### config.mk
export PLATFORM = sky130hd
export DESIGN_NAME = div_bcd_conv
export DESIGN_NICKNAME = d
export VERILOG_FILES = /design/src/rtl/div_bcd_conv.sv
export SDC_FILE = /design/constraint.sdc
export NUM_CORES = 1
export LEC_CHECK = 0
export CAP_MARGIN = 20
export CORE_AREA = 2 2 91 93
export CTS_CLUSTER_DIAMETER = 30
export DETAILED_ROUTE_END_ITERATION = 6
export DIE_AREA = 0 0 93 95
export GPL_ROUTABILITY_DRIVEN = 0
export GPL_TIMING_DRIVEN = 0
export PLACE_DENSITY_LB_ADDON = 0.2
export SYNTH_ARGS = -nofsm -noshare
export SYNTH_HDL_FRONTEND = slang
export SYNTH_SLANG_ARGS = --single-unit
export TNS_END_PERCENT = 20
### constraint.sdc
create_clock -name clk -period 2.1 [get_ports clk]
set_input_delay 0.315 -clock clk [delete_from_list [all_inputs] [get_ports clk]]
set_output_delay 0.315 -clock clk [all_outputs]
set_load 0.01 [all_outputs]
### src/rtl/div_bcd_conv.sv
// Binary-to-packed-BCD converter behind the sequential divider.
// Double-dabble, one bit per clock; divide-by-zero is reported as err with a blanked readout.
module div_bcd_conv #(
    parameter int SIZE     = 16,
    parameter int LG2_SIZE = 4,
    parameter int DIGITS   = 5
) (
    input  logic                  clk,
    input  logic                  reset,
    input  logic                  start,
    input  logic [SIZE-1:0]       bin_in,
    input  logic                  ovf_in,
    output logic                  busy,
    output logic                  valid,
    output logic [4*DIGITS-1:0]   bcd_out,
    output logic                  err
);

    localparam int BW = 4 * DIGITS;

    localparam logic [1:0] IDLE  = 2'd0;
    localparam logic [1:0] SHIFT = 2'd1;
    localparam logic [1:0] DONE  = 2'd2;

    localparam logic [LG2_SIZE:0] CNT_INIT = (LG2_SIZE + 1)'(SIZE);
    localparam logic [LG2_SIZE:0] CNT_LAST = (LG2_SIZE + 1)'(1);

    // Digits are corrected independently; no carry ever crosses a digit boundary.
    function automatic logic [BW-1:0] add3(input logic [BW-1:0] v);
        logic [BW-1:0] r;
        r = v;
        for (int i = 0; i < DIGITS; i++) begin
            if (v[4*i +: 4] >= 4'd5) begin
                r[4*i +: 4] = v[4*i +: 4] + 4'd3;
            end
        end
        return r;
    endfunction

    logic [1:0]           state;
    logic [SIZE-1:0]      bin_sr;
    logic [BW-1:0]        acc;
    logic [LG2_SIZE:0]    cnt;
    logic [BW-1:0]        bcd_next;
    logic                 err_next;
    logic [BW+SIZE-1:0]   cat_next;

    always_comb begin
        cat_next = {add3(acc), bin_sr} << 1;
    end

    assign busy = (state == SHIFT) || (state == DONE);

    always_ff @(posedge clk) begin
        if (!reset) begin
            state    <= IDLE;
            bin_sr   <= '0;
            acc      <= '0;
            cnt      <= '0;
            bcd_next <= '0;
            err_next <= 1'b0;
            bcd_out  <= '0;
            err      <= 1'b0;
            valid    <= 1'b0;
        end else begin
            valid <= 1'b0;
            case (state)
                IDLE: begin
                    if (start) begin
                        if (ovf_in) begin
                            bcd_next <= '1;
                            err_next <= 1'b1;
                            state    <= DONE;
                        end else begin
                            bin_sr <= bin_in;
                            acc    <= '0;
                            cnt    <= CNT_INIT;
                            state  <= SHIFT;
                        end
                    end
                end
                SHIFT: begin
                    acc    <= cat_next[BW+SIZE-1:SIZE];
                    bin_sr <= cat_next[SIZE-1:0];
                    cnt    <= cnt - 1'b1;
                    if (cnt == CNT_LAST) begin
                        bcd_next <= cat_next[BW+SIZE-1:SIZE];
                        err_next <= 1'b0;
                        state    <= DONE;
                    end
                end
                DONE: begin
                    bcd_out <= bcd_next;
                    err     <= err_next;
                    valid   <= 1'b1;
                    state   <= IDLE;
                end
                default: state <= IDLE;
            endcase
        end
    end

endmodule

# == Yosys cells after proc, flatten, opt, wreduce, memory -nomap -nowiden ==
# Cells that the tools add are included.
# totals
ff_bits,86
latchBits,0
ramBits,0
mem_bits_ro,0
inputBits,20
out_inout_bits,23
n_memories,0
# classes
n_addsub,6
n_mul,0
n_div,0
n_lt_le_gt_ge,5
eq_ne,7
n_shift,0
muxes,27
bitwise_logic,0
reduce_logical,6
# ops
operator,count
20-bit 2-to-1 mux,5
20-bit one-hot mux with 2 select lines,2
16-bit 2-to-1 mux,2
16-bit one-hot mux with 2 select lines,1
"4-bit by 3-bit greater-or-equal comparator with 1-bit output, second input constant",5
"4-bit by 2-bit adder with 4-bit output, second input constant",4
4-bit 2-to-1 mux,4
5-bit 2-to-1 mux,2
5-bit one-hot mux with 2 select lines,1
2-bit 2-to-1 mux,3
"2-bit != test, second input constant",3
"5-bit by 1-bit == test with 1-bit output, second input constant",1
"5-bit by 1-bit subtractor with 5-bit output, second input constant",1
1-bit 2-to-1 mux,4
2-bit one-hot mux with 2 select lines,1
4-bit AND reduction,1
"3-bit by 2-bit adder with 3-bit output, second input constant",1
3-bit 2-to-1 mux,1
3-bit AND reduction,1
"2-bit by 1-bit == test with 1-bit output, second input constant",1
"2-bit == test, second input constant",1
2-bit logical NOT,1
"2-bit by 1-bit != test with 1-bit output, second input constant",1
1-bit one-hot mux with 2 select lines,1
other kinds (3),3

# == Logic depth before layout (Yosys ltp) ==
# depth
word_depth,4
ltp_mapped,10
ltp_nobuf,6

# == Worst setup path before layout ==
# No wires, ideal clock.
# synth_path
path_type,flip-flop to flip-flop
start,register state[0]
end,register acc[18]
setup_ps,117
arrival_ps,1575
required_ps,1983
slack_ps,408
path_stages_with_launch,10
n_path_buf,3
synth_period_minus_slack_ps,1692
path_cell_list,dfxtp_1 inv_1 ha_1 buf_6 and2b_4 nor2_4 and2_4 buf_6 buf_6 a22o_1
# synth_between
elab_chain_cells,3
# synth_lines
item,line_no,source
"start, declared",40,logic [1:0] state;
"start signal, assigned",56,state <= IDLE;
"start signal, assigned",73,state <= DONE;
"start signal, assigned",78,state <= SHIFT;
2-bit by 1-bit == test with 1-bit output / 2-bit logical NOT (equally long branches),67,case (state)
2-bit nonzero test (no source line) / 2-bit != test (equally long branches),n/a,
3-bit AND reduction (no source line),n/a,
"end signal, assigned",83,acc <= cat_next[BW+SIZE-1:SIZE];
"end, declared",42,logic [BW-1:0] acc;
# Parallel ways exist; a longest one is shown, timed or not.
# A chain may end at the register's enable or synchronous reset.

# == Worst setup path in the final report ==
# layout_path
start,register state[1]
end,output port busy
# layout_between
elab_chain_cells,2
# layout_lines
item,line_no,source
2-bit by 1-bit == test with 1-bit output / 2-bit == test (equally long branches),52,assign busy = (state == SHIFT) || (state == DONE);
1-bit logical OR (*),52,
"end, declared",13,"output logic busy,"
# Mark *: on every way between the ends. The rest lies on a longest branch, timed or not.

==> flow_summary_export.csv <==
group,metric,value,unit
worst_setup_path,rr_worst_depth,8,
synthesis,synth-seq-area-share,0.447,
synthesis,syn_inst,388,
worst_setup_path,cp_cell_sequence,"inv_1 -> ha_1 -> clkdlybuf4s50_1",
clocking,cts.repair.resized,0,
synthesis,ys_warn_count,0,
clocking,cts_hold_buf,0,
worst_hold_path,whs_endpoint,"cnt[1]",
timing,finalMaxSlewViolations,0,
timing,min_period_over_period,0.916,
synthesis,yosys.area.top_type,"dfxtp_1",
power,power.internal,2.57,mW
detailed_routing,drt_iter0_markers,106,
detailed_routing,vias,2973,
worst_setup_path,critPathMaxStageDelay,0.53,ns
timing,final.min_clock_period,1.92,ns
detailed_routing,drt-total-wl,8160,µm
clocking,cts_setup_buffers,0,
timing,setup_tns,0,ns
worst_setup_path,slowest_stage,"clkdlybuf4s50_1",
cells_and_area,drive_gt1_frac,0.0809,
run,cap_violations,0,
grt,antenna_found_initial,0,
die,core_area,7930,µm²
power,ir_worst_vdd,0.357,mV
detailed_routing,highest-signal-layer,"met4",
worst_setup_path,r2r-start,"state[1]",
power,fin_total_pwr,3.49,mW
timing,timing.fmax,520,MHz
worst_setup_path,cp-end-kind,"primary output",
clocking,cts-root-buf,"clkbuf_8",
power,p_leak,1.64,nW
die,pin_count,43,
die,rows,33,
detailed_routing,drt_first_pass_iters,4,
detailed_routing,wl_met2,3750,µm
clocking,cts_max_level,3,
clocking,cts_tree,"done",
detailed_routing,route.detailed.drc,0,
status,status,"finished, final reports clean",
worst_setup_path,cp_max_fo,3,
power,p_sw,0.919,mW
die,die_y,95,µm
worst_hold_path,hp-start,"cnt[1]",
detailed_routing,dr_wl_met3,317,µm
grt,grt_max_degree,14,
cells_and_area,areaGrowthSynthToFinish,19.2,%
cells_and_area,diodes,0,
place,port_buffers,42,
grt,grt.total_usage,0.200,
worst_setup_path,start_kind,"register",
timing,finalSetupViolCount,0,
synthesis,synth_top_area_share,0.447,
clocking,cts.sinks,86,
timing,slew_headroom,0.617,
worst_setup_path,crit_arrival,1.61,ns
grt,grt.overflow.total,0,
worst_setup_path,reg2reg_setup_slack,0.22,ns
timing,layout_setup_ws,0.176,ns
die,die_area,8840,µm²
clocking,numCtsBuffers,9,
detailed_routing,wl_met1,3950,µm
worst_setup_path,critPathKind,"register to primary output",
synthesis,syn-cell-area,3850,µm²
die,dieWidth,93,µm
power,pwr-share-comb,0.155,
die,start_util,0.486,
worst_hold_path,min_path_cells,2,
synthesis,ys_types,45,
synthesis,synth_nets,423,
timing,tightest_slew,0.575,ns
grt,grt_pass1_vias,2849,
power,p_clk_frac,0.329,
worst_setup_path,required,1.78,ns
place,place_ws,0.0192,ns
detailed_routing,wl_per_cell,14.8,µm
clocking,clockBufferDepth,2,
cells_and_area,final_nets,476,
worst_hold_path,hp-class,"register to register",
timing,timing.hold.ws,0.487,ns
power,pwr-share-seq,0.516,
detailed_routing,drt-vias-per-instance,5.41,
power,p_sw_frac,0.263,
synthesis,synth.avg_cell_area,9.93,µm²
clocking,clk_latency,0.36,ns
synthesis,ys_ff_latch,86,
grt,grt_pass1_wl,13600,µm
detailed_routing,ant_nets,0,
place,place_hpwl,5890,µm
timing,finClkSkew,0.00866,ns
timing,finalHoldViolations,0,
power,p_per_area,760,nW/µm²
worst_setup_path,reg2reg_to,"bcd_next[7]",
clocking,clk_pin_slew_worst_paths,0.08,ns
synthesis,synth_area_leaders,"dfxtp_1 45%, mux2i_1 6.2%, ha_1 4.9%, a21boi_1 3.7%, nor2b_1 3.6%",
timing,rsz0062_at_grt,"no",
## routing by layer
| layer | up-vias | GRT usage |
|---|---|---|
| met5 | - | 0 |
| met4 | 0 | 0.0821 |
| met3 | 11 | 0.0367 |
| met2 | 67 | 0.324 |
| met1 | 1397 | 0.263 |
| li1 | 1498 | - |
## state kept, by name (all words and copies together), names as in the netlist
| register | cells |
|---|---|
| bcd_next | 20 |
| bin_sr | 16 |
| acc | 20 |
| valid | 1 |
| err_next | 1 |
| cnt | 5 |
| bcd_out | 20 |
| err | 1 |
| state | 2 |
## how the worst max path moves through the flow
stage	start	to	slack, ns	depth (start not counted)
3_3_place_gp	reset	acc[9]	0.05	5
3_5_place_dp	reset	acc[5]	0.02	5
6_report	state[1]	busy	0.18	3
2_1_floorplan	state[0]	acc[18]	0.41	9
4_1_cts	state[1]	busy	0.17	3
5_1_grt	state[1]	bcd_next[16]	0.09	8
## worst max-delay path: cells and delay by family (launching register included)
family / cells / cell delay (ns)
buf+inv: 2 / 0.61
flops: 1 / 0.38
fa+ha+maj: 1 / 0.27
## through the flow
stage / util / instances / instance area (µm²)
global placement: 0.555 / 535 / 4400
CTS: 0.579 / 550 / 4590
detailed placement: 0.555 / 535 / 4400
floorplan: - / 388 / 3850
global route: 0.579 / 550 / 4590
finish: 0.579 / 550 / 4590
## cells by family (layout without fill, tap and decap cells)
logic type,Yosys count,in the layout,share of synthesized area
AOI/OAI and AO/OA,112,112,0.217
xor gates and xnor gates,9,9,0.0205
adders and majority gates,15,15,0.0487
buffers and inverters,45,102,0.0585
DFF,86,86,0.447
muxes,26,26,0.0682
and+or+nand+nor,95,95,0.140
## cells in the final DEF (no fill, tap or decap), drive strengths merged, types with 8 or more instances in the layout
cell / synthesis / final
a21boi: 22 / 22
a21oi: 20 / 20
a22o: 8 / 8
a32oi: 15 / 15
buf: 16 / 16
clkbuf: 13 / 24
clkdlybuf4s50: 0 / 42
dfxtp: 86 / 86
ha: 15 / 15
inv: 16 / 16
mux2i: 24 / 24
nand2: 31 / 31
nand2b: 11 / 11
nor2b: 22 / 22
o21ai: 19 / 19
o221a: 13 / 13
## power groups by stage
stage	Clock [mW]	Sequential, mW	Combinational (mW)
4_1_cts	1.17	1.80	0.546
3_3_place_gp	0	1.83	0.533
2_1_floorplan	0	1.83	0.362
3_5_place_dp	0	1.84	0.544
6_report	1.15	1.80	0.542
5_1_grt	1.23	1.81	0.599
## Yosys cell counts, drive strengths merged
| cell type | number |
|---|---|
| o32ai | 2 |
| nor3b | 6 |
| a32oi | 15 |
| xnor2 | 7 |
| nand4b | 1 |
| xor2 | 2 |
| and2b | 1 |
| nor4b | 1 |
| nand3 | 3 |
| and3 | 3 |
| clkbuf | 13 |
| nand2b | 11 |
| o22ai | 1 |
| nor3 | 2 |
| nand4 | 3 |
| a22oi | 1 |
| a21boi | 22 |
| o211a | 2 |
| inv | 16 |
| and2 | 3 |
| nor2b | 22 |
| o2bb2ai | 6 |
| o22a | 1 |
| mux2 | 2 |
| a21oi | 20 |
| or3 | 1 |
| nor2 | 6 |
| nand2 | 31 |
| ha | 15 |
| o21ai | 19 |
| o211ai | 1 |
| buf | 16 |
| a22o | 8 |
| and3b | 1 |
| o221a | 13 |
| dfxtp | 86 |
| mux2i | 24 |
| o21a | 1 |
## final cells by class
cell class / count / area [µm²]
fill: 743 / 3340
multi-input combinational: 257 / 1900
sequential: 86 / 1720
timing repair buffer: 42 / 420
buffer: 29 / 165
clock buffer: 11 / 141
tap: 105 / 131
inverter: 16 / 60.1
clock inverter: 4 / 47.5
No activity file was read; power rests on OpenSTA's default activity.
